## config.mk

```make
export PLATFORM = sky130hd
export DESIGN_NAME = seq_restoring_divider
export DESIGN_NICKNAME = d
export VERILOG_FILES = /design/src/rtl/seq_restoring_divider.sv
export SDC_FILE = /design/constraint.sdc
export NUM_CORES = 1
export LEC_CHECK = 0
export ABC_AREA = 1
export BUFFER_PORTS_ARGS = -buffer_cell sky130_fd_sc_hd__buf_2
export CAP_MARGIN = 20
export CORE_AREA = 10 10 81 83
export CTS_CLUSTER_SIZE = 25
export DETAILED_ROUTE_END_ITERATION = 10
export DIE_AREA = 0 0 91 93
export GPL_TIMING_DRIVEN = 0
export HOLD_SLACK_MARGIN = 0.03
export PLACE_DENSITY = 0.78
export SLEW_MARGIN = 5
export SYNTH_ARGS = -nofsm -noshare
export SYNTH_HDL_FRONTEND = slang
export SYNTH_SLANG_ARGS = --single-unit
```

## constraint.sdc

```tcl
create_clock -name clk -period 2.7 [get_ports clk]
set_clock_uncertainty 0.1 [all_clocks]
set_input_delay 0.405 -clock clk [delete_from_list [all_inputs] [get_ports clk]]
set_output_delay 0.405 -clock clk [all_outputs]
set_load 0.02 [all_outputs]
```

## src/rtl/seq_restoring_divider.sv

```systemverilog
// Multi-cycle unsigned restoring divider: 2W-bit dividend by W-bit divisor, one quotient bit
// per clock, with valid/ready handshakes on both sides.
module seq_restoring_divider #(
    parameter int unsigned W = 8
) (
    input  logic           clk,
    input  logic           rst,
    input  logic           in_valid,
    output logic           in_ready,
    input  logic [2*W-1:0] dividend,
    input  logic [W-1:0]   divisor,
    output logic           out_valid,
    input  logic           out_ready,
    output logic [W-1:0]   quotient,
    output logic [W-1:0]   remainder,
    output logic           div_by_zero,
    output logic           overflow
);

    localparam int unsigned CW = (W > 1) ? $clog2(W) : 1;

    typedef enum logic [1:0] {StIdle, StRun, StDone} state_e;

    state_e          state_q, state_d;
    logic [CW-1:0]   count_q, count_d;
    logic [W:0]      rem_q, rem_d;
    logic [W-1:0]    low_q, low_d;
    logic [W-1:0]    divisor_q, divisor_d;
    logic [W-1:0]    quo_q, quo_d;
    logic            dbz_q, dbz_d;
    logic            ovf_q, ovf_d;

    logic [W:0]      trial;
    logic [W:0]      diff;
    logic            fits;

    // Bring down the next dividend bit; R stays below the divisor, so R[W] is always zero here.
    assign trial = {rem_q[W-1:0], low_q[count_q]};
    assign fits  = trial >= {1'b0, divisor_q};
    assign diff  = trial - {1'b0, divisor_q};

    always_comb begin
        state_d   = state_q;
        count_d   = count_q;
        rem_d     = rem_q;
        low_d     = low_q;
        divisor_d = divisor_q;
        quo_d     = quo_q;
        dbz_d     = dbz_q;
        ovf_d     = ovf_q;
        unique case (state_q)
            StIdle: begin
                if (in_valid) begin
                    divisor_d = divisor;
                    low_d     = dividend[W-1:0];
                    if (divisor == '0) begin
                        dbz_d   = 1'b1;
                        ovf_d   = 1'b0;
                        quo_d   = '1;
                        rem_d   = '0;
                        state_d = StDone;
                    end else if (dividend[2*W-1:W] >= divisor) begin
                        // Quotient would need more than W bits.
                        dbz_d   = 1'b0;
                        ovf_d   = 1'b1;
                        quo_d   = '1;
                        rem_d   = '0;
                        state_d = StDone;
                    end else begin
                        dbz_d   = 1'b0;
                        ovf_d   = 1'b0;
                        quo_d   = '0;
                        rem_d   = {1'b0, dividend[2*W-1:W]};
                        count_d = CW'(W - 1);
                        state_d = StRun;
                    end
                end
            end
            StRun: begin
                rem_d          = fits ? diff : trial;
                quo_d[count_q] = fits;
                if (count_q == '0) begin
                    state_d = StDone;
                end else begin
                    count_d = count_q - 1'b1;
                end
            end
            StDone: begin
                if (out_ready) begin
                    state_d = StIdle;
                end
            end
            default: state_d = StIdle;
        endcase
    end

    always_ff @(posedge clk) begin
        if (rst) begin
            state_q   <= StIdle;
            count_q   <= '0;
            rem_q     <= '0;
            low_q     <= '0;
            divisor_q <= '0;
            quo_q     <= '0;
            dbz_q     <= 1'b0;
            ovf_q     <= 1'b0;
        end else begin
            state_q   <= state_d;
            count_q   <= count_d;
            rem_q     <= rem_d;
            low_q     <= low_d;
            divisor_q <= divisor_d;
            quo_q     <= quo_d;
            dbz_q     <= dbz_d;
            ovf_q     <= ovf_d;
        end
    end

    assign in_ready    = (state_q == StIdle);
    assign out_valid   = (state_q == StDone);
    assign quotient    = quo_q;
    assign remainder   = rem_q[W-1:0];
    assign div_by_zero = dbz_q;
    assign overflow    = ovf_q;

endmodule
```

# Yosys cells after proc, flatten, opt, wreduce, memory -nomap -nowiden
# Cells that the tools add are included.
[totals]
register_bits = 39
inputBits = 28
out_inout_bits = 20
[classes]
addsub = 2
magnitude_cmp = 4
n_eq_ne = 8
n_mux = 28
n_reduce_logical = 9
[op_table]
columns = ["cell", "count"]
rows = [
  ["$mux W8", 7],
  ["$pmux W8 S2", 2],
  ["$mux W3", 4],
  ["$mux W2", 5],
  ["$ne A2 B2 Y1 const B", 5],
  ["$ge A9 B8 Y1", 1],
  ["$bwmux W8", 1],
  ["$ge A8 B8 Y1", 1],
  ["$logic_not A8 Y1", 1],
  ["$sub A8 B8 Y8", 1],
  ["$pmux W2 S3", 1],
  ["$pmux W3 S2", 1],
  ["$mux W1", 5],
  ["$reduce_and A5 Y1", 1],
  ["$lt A3 B4 Y1 const B", 1],
  ["$reduce_and A2 Y1", 2],
  ["$bmux W1 S3", 1],
  ["$demux W1 S3", 1],
  ["$ge A3 B1 Y1 const B", 1],
  ["$logic_not A3 Y1", 1],
  ["$reduce_and A3 Y1", 1],
  ["$sub A3 B1 Y3 const B", 1],
  ["$eq A2 B1 Y1 const B", 1],
  ["$eq A2 B2 Y1 const B", 1],
  ["other kinds (4)", 4],
]

# Depth between registers and ports, before layout
# Gate-level depths: netlist of the first run.
[logic_depth]
ltp_word = 6
ltp_mapped = 19
ltp_nobuf = 18

# Least setup slack after synthesis of the first run
# No wires, ideal clock.
[synth_timing]
kind = "flip-flop to flip-flop"
start = "register count_q[0]"
end = "register rem_q[6]"
setup_ns = 0.109
arrival_time_ns = 2.084
required_time_ns = 2.491
path_slack_ns = 0.407
path_stages_with_launch = 19
period_less_slack_ns = 2.293
cell_sequence = "dfxtp_1 buf_2 nand2_1 a21oi_1 o21ai_0 nand2_1 inv_1 ha_1 fa_1 nor2_1 nand2_1 nand3_1 nand2_1 nand2_1 nand2_1 nand3_1 nand3_1 nand2_1 inv_1"
[synth_via]
elab_chain_len = 5
word_cells_on_any_way = 6
classes_between = "add/sub (1); order compare (1); mux (4)"
[synth_lines]
columns = ["item", "line", "source"]
rows = [
  ["start: declaration", "25", "logic [CW-1:0] count_q, count_d;"],
  ["start signal: assignment", "109", "count_q <= count_d;"],
  ["$bmux W1 S3 *", "38", "assign trial = {rem_q[W-1:0], low_q[count_q]};"],
  ["$mux W1 (implied by the code) *", "38", ""],
  ["$sub A8 B8 Y8 / $ge A9 B8 Y1 (equally long branches)", "40, 39", ""],
  ["$mux W8 *", "80", "rem_d = fits ? diff : trial;"],
  ["$pmux W8 S2 *", "51", "unique case (state_q)"],
  ["end signal: assignment", "110", "rem_q <= rem_d;"],
  ["end: declaration", "26", "logic [W:0] rem_q, rem_d;"],
]
# Every way passes the cells marked *; elsewhere a longest branch is shown, timed or not. The select of a mux whose other input is x is not followed.
# A chain may end at the register's enable or synchronous reset.

# Worst setup path in the final report of the first run
[layout_timing]
start = "register count_q[0]"
end = "register quo_q[3] (netlist: quotient[3])"
[layout_via]
elab_chain_len = 6
word_cells_on_any_way = 10
classes_between = "order compare (3); mux (6); reduce/logical (1)"
[layout_lines]
columns = ["item", "line", "source"]
rows = [
  ["parallel branches: the longest is 4 deep, another holds $ge A9 B8 Y1", "-", ""],
  ["$bwmux W8 *", "81", "quo_d[count_q] = fits;"],
  ["$pmux W8 S2 *", "51", ""],
  ["end signal: assignment", "113", "quo_q <= quo_d;"],
  ["end: declaration", "29", "logic [W-1:0] quo_q, quo_d;"],
]
# Mark *: on every way between the ends. The select of a mux whose other input is x is not followed.

==> results of run 1 <==
[flip-flops by register name, summed over array words and instances, names as in the netlist]
register,cells
divisor_q,8
div_by_zero,1
low_q,8
overflow,1
count_q,3
quotient,8
state_q,2
rem_q,8
[final timing paths]
| path | slack (ns) | endpoint | depth (start not counted) |
|---|---|---|---|
| max | 0.18 | quotient[3] | 18 |
| min | 0.25 | low_q[0] | 3 |
| max reg2reg | 0.18 | quotient[3] | 18 |
| min reg2reg | 0.38 | divisor_q[3] | 2 |
[routing by layer]
metal	vias to the layer above	global-route usage	part of all wire
li1	1455	-	-
met1	1295	0.212	0.46
met2	81	0.291	0.46
met3	6	0.0424	0.064
met4	0	0.0470	0.0092
met5	-	0	0
[worst max-delay path, delay by kind of cell (launching register included)]
family | cells | cell delay (ns)
DFF | 1 | 0.36
and+or+nand+nor | 10 | 0.84
adders and majority gates | 1 | 0.30
AOI/OAI and AO/OA | 3 | 0.39
buffers and inverters | 4 | 0.42
[metrics by stage]
step,cells,setup TNS (ns),instance area [sq um],total power (uW),util
4_1_cts,545,0,3130,2400,0.625
3_5_place_dp,537,0,3020,1890,0.603
2_1_floorplan,420,0,2700,1620,-
5_1_grt,549,-0.0592,3180,2650,0.635
6_report,549,0,3180,2450,0.635
3_3_place_gp,537,0,3020,1870,0.603
[cell usage in the layout, fill, tap and decap left out, types with 5 or more instances in the layout]
cell / synthesis / final
a21oi_1: 29 / 29
buf_2: 5 / 51
buf_4: 1 / 5
clkbuf_8: 0 / 5
dfxtp_1: 39 / 37
ha_1: 19 / 19
inv_1: 69 / 69
nand2_1: 86 / 86
nand3_1: 38 / 38
nand4_1: 11 / 11
nor2_1: 47 / 46
o21ai_0: 31 / 31
[power by group through the flow]
| stage | logic (uW) | registers, uW | clock network, uW |
|---|---|---|---|
| finish | 1210 | 731 | 509 |
| CTS | 1160 | 726 | 516 |
| global placement | 1140 | 739 | 0 |
| global route | 1370 | 744 | 536 |
| floorplan | 829 | 788 | 0 |
| detailed placement | 1150 | 739 | 0 |
[layout make-up]
cell class                 count  area (sq um)
timing repair buffer          51           265
sequential                    39           783
multi-input combinational    295          1570
fill                         496          1830
buffer                        12          80.1
tap                           70          87.6
clock buffer                   5          68.8
clock inverter                 3          43.8
inverter                      74           280
[cells by family (layout without fill, tap and decap cells)]
| logic type | Yosys count | in the layout | share of synthesized area |
|---|---|---|---|
| and+or+nand+nor | 200 | 200 | 0.335 |
| buffers and inverters | 86 | 145 | 0.130 |
| AOI/OAI and AO/OA | 72 | 72 | 0.140 |
| DFF | 39 | 39 | 0.289 |
| adders and majority gates | 20 | 20 | 0.0955 |
| xor gates and xnor gates | 3 | 3 | 0.00974 |
[what timing repair did]
item	4_1_cts	5_1_grt
endpoints found under the setup margin	0	16
gates resized for setup	0	8
setup buffers	0	4
==> flow_summary.toml, run 1 <==
[status]
run_status = "finished clean"

[clock_tree]
clk_pin_slew_ns = 0.08
clkSinkCount = 39
cts_root_buf = "clkbuf_8"
cts_max_path_buffers = 2
cts_made_buffers = 5
ctsHoldBuffers = 0
cts_tree = "built"
htree_num_levels = 2
clkLatencyLatePin_ns = 0.30

[cells_and_area]
drive_gt1_frac = 0.192
num_antenna_cells = 0
syn_to_final_growth_pct = 17.9
fin_nets = 526

[power_and_ir_drop]
p_sw_uw = 1060
cellPowerDensity_mw_per_mm2 = 771
internal_power_uw = 1390
p_leak_uw = 0.00171
swShare = 0.432
comb_power_share = 0.494
vdd_drop_max_mv = 0.386
clkPwrFrac = 0.208
power_frac_seq = 0.298

[yosys]
synth.most_common_cell = "nand2_1"
ys.flop_type = "dfxtp_1"
synth_edf_count = 0
syn-instance-count = 420
synthTopCellsByCount = "nand2_1, inv_1, nor2_1"
synth_top_area_cell = "dfxtp_1"
synth.avg_cell_area_sq_um = 6.42
synthArstFlopShare = 0
yosysWarnings = 0
synth_area_leaders = "dfxtp_1, nand2_1, inv_1"
ys_ff_latch = 39
seq_area_frac_synth = 0.289
syn_nets = 468
synth_area_sq_mm = 0.00270
synth_top_area_share = 0.289
synth.distinct_cells = 30

[global_routing]
grt_pass1_vias = 2707
gr-total-overflow = 0
grt_max_degree = 14
antenna_found_initial = 0
grt_pass1_wl_um = 12400
track_usage = 0.172

[routing]
wire_per_inst_um = 12.9
firstDrtPassIters = 4
vias = 2837
ant_nets = 0
dr.first_iter.drc_count = 193
drc_errors = 0
wl_um = 7100
viasPerCell = 5.17

[placement]
io_buffers = 47
gp_congestion = 0.925
hpwl_um = 5560
place_ws_ns = 0.0617

[timing]
slew_viol_final = 0
final.min_clock_period_ns = 2.52
min_period_over_period = 0.932
max_freq_mhz = 397
setup_viol = 0
relSlewSlack = 0.568
whs_ns = 0.253
hold_viol_final = 0
worst_pin_slew_ns = 0.649
timing.final.ws_setup_ns = 0.183

[critical_path]
max_stage_delay_ns = 0.36
cp_slowest_cell = "dfxtp_2"
required_ns = 2.80
worstSetupPathType = "register to register"
cp_max_fo = 10
r2r-start = "count_q[0]"
start_kind = "register"
end_kind = "register"
cp.arrival_ns = 2.62
cp_cell_sequence = "buf_6 > nand2_1 > a21oi_1 > o21ai_0 > nand2_1 > inv_1 > ha_1 > nand2_1 > nor2_1 > nand2_1 > nor2_4 > nor2_4 > nand2_4 > buf_8 > nand3_1 > nand2_1 > o21ai_1 > inv_1"
crit_top_cell = "nand2_1"
startpoint = "count_q[0]"

[floorplan]
core_sq_mm = 0.00501
row_count = 26
io_pins = 48
die_y_um = 93
start_util = 0.538
dieWidth_um = 91
die_area_sq_mm = 0.00846

[hold_path]
min_from = "dividend[0]"
min_path_type = "input pin to register"

[job]
cap_violations = 0
Power figures use the tool's default switching activity.
==> run 2, diff against run 1 <==
ABC_AREA = 0   (was 1)
CORE_AREA = 10 10 79 81   (was 10 10 81 83)
DIE_AREA = 0 0 89 91   (was 0 0 91 93)
GPL_ROUTABILITY_DRIVEN = 1   (was default)
PLACE_DENSITY = 0.77   (was 0.78)
==> run 2 against run 1 <==
The run now ends with negative setup slack left. Synthesized cell count decreased by 23%. Largest cell class unchanged. Hold slack got worse by 0.010 ns. Critical endpoint is now rem_q[7]. Worst setup slack got worse by 0.23 ns.
==> flow_summary.toml, run 2 <==
[status]
run_status = "complete, but fails checks"
violations = "negative setup slack"

[power_and_ir_drop]
cellPowerDensity_mw_per_mm2 = 747
design_power_total_uw = 2280
p_leak_uw = 0.00131
vdd_drop_max_mv = 0.376

[critical_path]
cp_cell_sequence = "mux4_2 > mux2i_4 > ha_4 > nand3b_1 > a211oi_2 > o2111a_2 > or3_4 > o311ai_2 > a311oi_1"
required_ns = 2.74
crit_buf_inv = 0
reg2reg_slack_ns = -0.04
max_stage_delay_ns = 0.53
worstSetupPathType = "register to register"
crit_family = "multiplexers"
cp_slowest_cell = "mux4_2"
cp.arrival_ns = 2.79
end_kind = "register"
start_kind = "register"
cp_max_fo = 6

[global_routing]
track_usage = 0.170
grt_max_degree = 13
gr-total-overflow = 0
grt_pass1_wl_um = 11400
grt_pass1_vias = 2536
antenna_found_initial = 0

[floorplan]
die_y_um = 91
die_area_sq_mm = 0.00810
start_util = 0.537
io_pins = 48
dieWidth_um = 89
core_sq_mm = 0.00466
row_count = 25

[yosys]
synth_edf_count = 0
synth.most_common_cell = "nand2_1"
synth_area_sq_mm = 0.00250
synthAdderAreaFrac = 0.103
ys_ff_latch = 39
synthArstFlopShare = 0
synth_top_family_by_area = "compound AO/OA/AOI/OAI gates"
syn-instance-count = 324
synth_simple_gate_area_share = 0.215
synth_xor_xnor_area_share = 0.0105
yosysWarnings = 0
seq_area_frac_synth = 0.312
synth.distinct_cells = 48
ys.flop_type = "dfxtp_1"
synth.avg_cell_area_sq_um = 7.72
synthTopCellsByCount = "nand2_1, a21oi_1, dfxtp_1"
synth_top_area_share = 0.312
synth_compound_area_frac = 0.265
synth_area_leaders = "dfxtp_1, ha_1, a21oi_1"
synth_mux_area_frac = 0.0260
syn_nets = 372
synth_top_area_cell = "dfxtp_1"

[routing]
viasPerCell = 5.90
wl_um = 6770
dr.first_iter.drc_count = 167
firstDrtPassIters = 5
ant_nets = 0
wire_per_inst_um = 15.6
vias = 2559
drc_errors = 0

[cells_and_area]
final_common_cell = "buf_2"
final_cell_mix = "buf_2, nand2_1, a21oi_1"
num_antenna_cells = 0
fin_nets = 427
drive_gt1_frac = 0.237
syn_to_final_growth_pct = 22.1

[hold_path]
min_path_type = "input pin to register"

[clock_tree]
cts_made_buffers = 5
clkSinkCount = 39
htree_num_levels = 2
clkLatencyLatePin_ns = 0.29
cts_tree = "built"
clk_pin_slew_ns = 0.08
cts_root_buf = "clkbuf_8"
cts_max_path_buffers = 2

[timing]
slew_viol_final = 0
tns_ns = -0.0429
hold_viol_final = 0
max_freq_mhz = 365
relSlewSlack = 0.645
worst_pin_slew_ns = 0.532
min_period_over_period = 1.02
setup_viol = 1
timing.final.ws_setup_ns = -0.0429
whs_ns = 0.243
final.min_clock_period_ns = 2.74
rsz0062_at_grt = "true"

[placement]
gp_congestion = 0.903
io_buffers = 47
hpwl_um = 5230

[job]
cap_violations = 0
run 2: changes by cell type in the layout (fill, tap and decap cells not counted), moves of 6 or more:
cell / change
nor2_1: -24
nand2_1: -38
inv_1: -48
a21oi_1: +12
a31oi_1: +7
nand3_1: -20
o21ai_0: -25
clkbuf_1: +7
nand2b_1: +9
a311oi_1: +6
nand4_1: -9
run 2: worst paths after layout:
| check | to | start | cells past startpoint |
|---|---|---|---|
| max | rem_q[7] | count_q[1] | 9 |
| min | low_q[4] | dividend[4] | 3 |
| max reg2reg | rem_q[7] | count_q[1] | 9 |
| min reg2reg | low_q[0] | low_q[0] | 2 |
run 2: kinds of logic after synthesis:
logic type,count (synthesis)
flip-flops,39
multiplexers,4
AO/OA/AOI/OAI,100
AND/OR/NAND/NOR,118
buffers and inverters,40
XOR/XNOR,3
adder cells (fa/ha/maj),20
run 2: power by group:
group,internal (uW),total [uW],switching [uW]
clock network,369,570,201
logic,401,1010,605
registers,643,705,62.4
total,1410,2280,868
run 2: worst register-to-register path, delay by kind of cell (launching register included):
kind	cells	cell delay (ns)
DFF	1	0.38
muxes	2	0.77
AOI/OAI and AO/OA	4	0.67
and+or+nand+nor	2	0.50
adders and majority gates	1	0.17
run 2: per-layer routing:
metal / wire [um] / share of wire / vias up / track usage
met5: 0 / 0 / - / 0
met4: 108 / 0.016 / 0 / 0.0584
met3: 422 / 0.062 / 10 / 0.0456
met2: 3190 / 0.47 / 81 / 0.277
met1: 3040 / 0.45 / 1197 / 0.208
li1: - / - / 1271 / -
run 2: stage by stage:
step                worst slack [ns]   util  instances  area, sq um
CTS                          -0.0830  0.641        434         2990
detailed placement            -0.423  0.602        425         2810
finish                       -0.0429  0.656        434         3060
global route                  -0.157  0.656        434         3060
global placement              -0.393  0.602        425         2810
floorplan                    0.00802      -        324         2500
run 2: what timing repair did:
item,CTS,global route
gates resized for setup,12,16
setup endpoints to repair,16,16
pin swaps,9,10
setup buffers,1,1
hold buffers,0,0
run 2: cell type report:
type | instances | area, sq um
tap | 54 | 67.6
fill | 395 | 1610
clock inverter | 2 | 60.1
inverter | 21 | 78.8
multi-input combinational | 245 | 1650
sequential | 39 | 785
timing repair buffer | 49 | 250
buffer | 18 | 91.3
clock buffer | 6 | 72.6
==> run 3, diff against run 2 <==
CORE_AREA = 10 10 78 80   (was 10 10 79 81)
DIE_AREA = 0 0 88 90   (was 0 0 89 91)
PLACE_DENSITY = 0.79   (was 0.77)
clock period = 3.4 ns   (was 2.7 ns; I/O delays follow)
==> run 3 against run 2 <==
Via count decreased by 0.16%. Core utilization decreased by 2.6 points. Global-route usage increased by 0.41 points. The flow now finishes without violations.
==> flow_summary.toml, run 3 (same netlist as run 2, synthesis figures left out) <==
[global_routing]
grt_max_degree = 14
grt_pass1_wl_um = 11600
track_usage = 0.174
gr-total-overflow = 0
antenna_found_initial = 0
grt_pass1_vias = 2539

[clock_tree]
cts-resized-gates = 0
clk_pin_slew_ns = 0.08
ctsHoldBuffers = 0
cts_tree = "built"
cts_made_buffers = 5
cts_max_path_buffers = 2
cts_setup_buffers = 0
clkSinkCount = 39
cts_root_buf = "clkbuf_8"
clkLatencyLatePin_ns = 0.29
htree_num_levels = 2

[placement]
gp_congestion = 0.904
hpwl_um = 5360
place_ws_ns = 0.342
io_buffers = 47

[cells_and_area]
fillerInstances = 409
final_common_cell = "buf_2"
multiInputGateArea_sq_mm = 0.00155
drive_gt1_frac = 0.193
utilization = 0.629
fin_nets = 426
regArea_sq_um = 781
num_antenna_cells = 0
syn_to_final_growth_pct = 15.7
final_cell_mix = "buf_2, nand2_1, a21oi_1"

[timing]
min_period_over_period = 0.930
setup_viol = 0
rsz0062_at_grt = "false"
worst_pin_slew_ns = 0.560
hold_viol_final = 0
relSlewSlack = 0.627
slew_viol_final = 0
tns_ns = 0
timing.final.ws_setup_ns = 0.236
final.min_clock_period_ns = 3.16
whs_ns = 0.347
max_freq_mhz = 316

[routing]
dr.first_iter.drc_count = 129
viasPerCell = 5.90
vias = 2555
firstDrtPassIters = 5
wire_per_inst_um = 15.6
drc_errors = 0
ant_nets = 0
wl_um = 6770

[job]
cap_violations = 0

[power_and_ir_drop]
cellPowerDensity_mw_per_mm2 = 549
p_sw_uw = 659
clkPwrFrac = 0.196
comb_power_share = 0.454
internal_power_uw = 929
swShare = 0.415
p_leak_uw = 0.00127
vdd_drop_max_mv = 0.277
power_frac_seq = 0.349

[critical_path]
worstSetupPathType = "register to register"
cp_max_fo = 10
required_ns = 3.49
cp.arrival_ns = 3.25
r2r-start = "count_q[2]"
rr_worst_depth = 11
end_kind = "register"
start_kind = "register"
reg2reg_slack_ns = 0.24
r2r_end = "rem_q[6]"

[floorplan]
row_count = 25
dieWidth_um = 88
core_sq_mm = 0.00460
die_area_sq_mm = 0.00792
io_pins = 48
start_util = 0.544
die_y_um = 90

[hold_path]
min_from = "dividend[7]"
hold_end = "low_q[7]"
holdPathStages = 3
min_path_type = "input pin to register"

[status]
run_status = "finished clean"
-- run 3: worst max-delay path by stage --
stage               start       end  slack, ns
6_report       count_q[2]  rem_q[6]       0.24
3_3_place_gp   count_q[1]  rem_q[6]       0.35
4_1_cts        count_q[2]  rem_q[6]       0.30
2_1_floorplan  count_q[1]  rem_q[6]       0.71
3_5_place_dp   count_q[1]  rem_q[6]       0.34
5_1_grt        count_q[2]  rem_q[6]       0.08
-- run 3: layer usage --
metal,global-route usage,vias up,part of all wire
li1,-,1265,-
met1,0.216,1168,0.45
met2,0.280,112,0.47
met3,0.0478,10,0.070
met4,0.0559,0,0.015
met5,0,-,0
-- run 3: layout make-up --
class                      instances  share of cell area
sequential                        39               0.270
timing repair buffer              47              0.0813
inverter                          21              0.0272
multi-input combinational        245               0.536
clock buffer                       5              0.0238
tap                               54              0.0233
clock inverter                     3             0.00692
buffer                            19              0.0320
-- run 3: worst max-delay path, cell delays in order, from the launching register on --
cell and delay (ns):
dfxtp_1 0.34, clkbuf_1 0.36, mux4_2 0.36, mux2i_1 0.29, ha_1 0.23, fa_1 0.23, nor2b_1 0.08, o31ai_1 0.35
mux2i_1 0.13, o22ai_1 0.22, nand3_1 0.11, a41o_1 0.25
-- run 3: power by group through the flow --
stage | Clock (uW) | Sequential (uW) | Combinational, uW
after CTS | 315 | 554 | 713
after global placement | 0 | 562 | 694
after detailed placement | 0 | 564 | 708
final | 311 | 555 | 722
after floorplan | 0 | 586 | 506
after global routing | 342 | 562 | 802
-- run 3: metrics by stage --
stage | std cells | instance area, sq um | total power, uW
2_1_floorplan | 324 | 2500 | 1090
3_5_place_dp | 425 | 2810 | 1270
5_1_grt | 433 | 2890 | 1710
4_1_cts | 433 | 2890 | 1580
3_3_place_gp | 425 | 2810 | 1260
6_report | 433 | 2890 | 1590
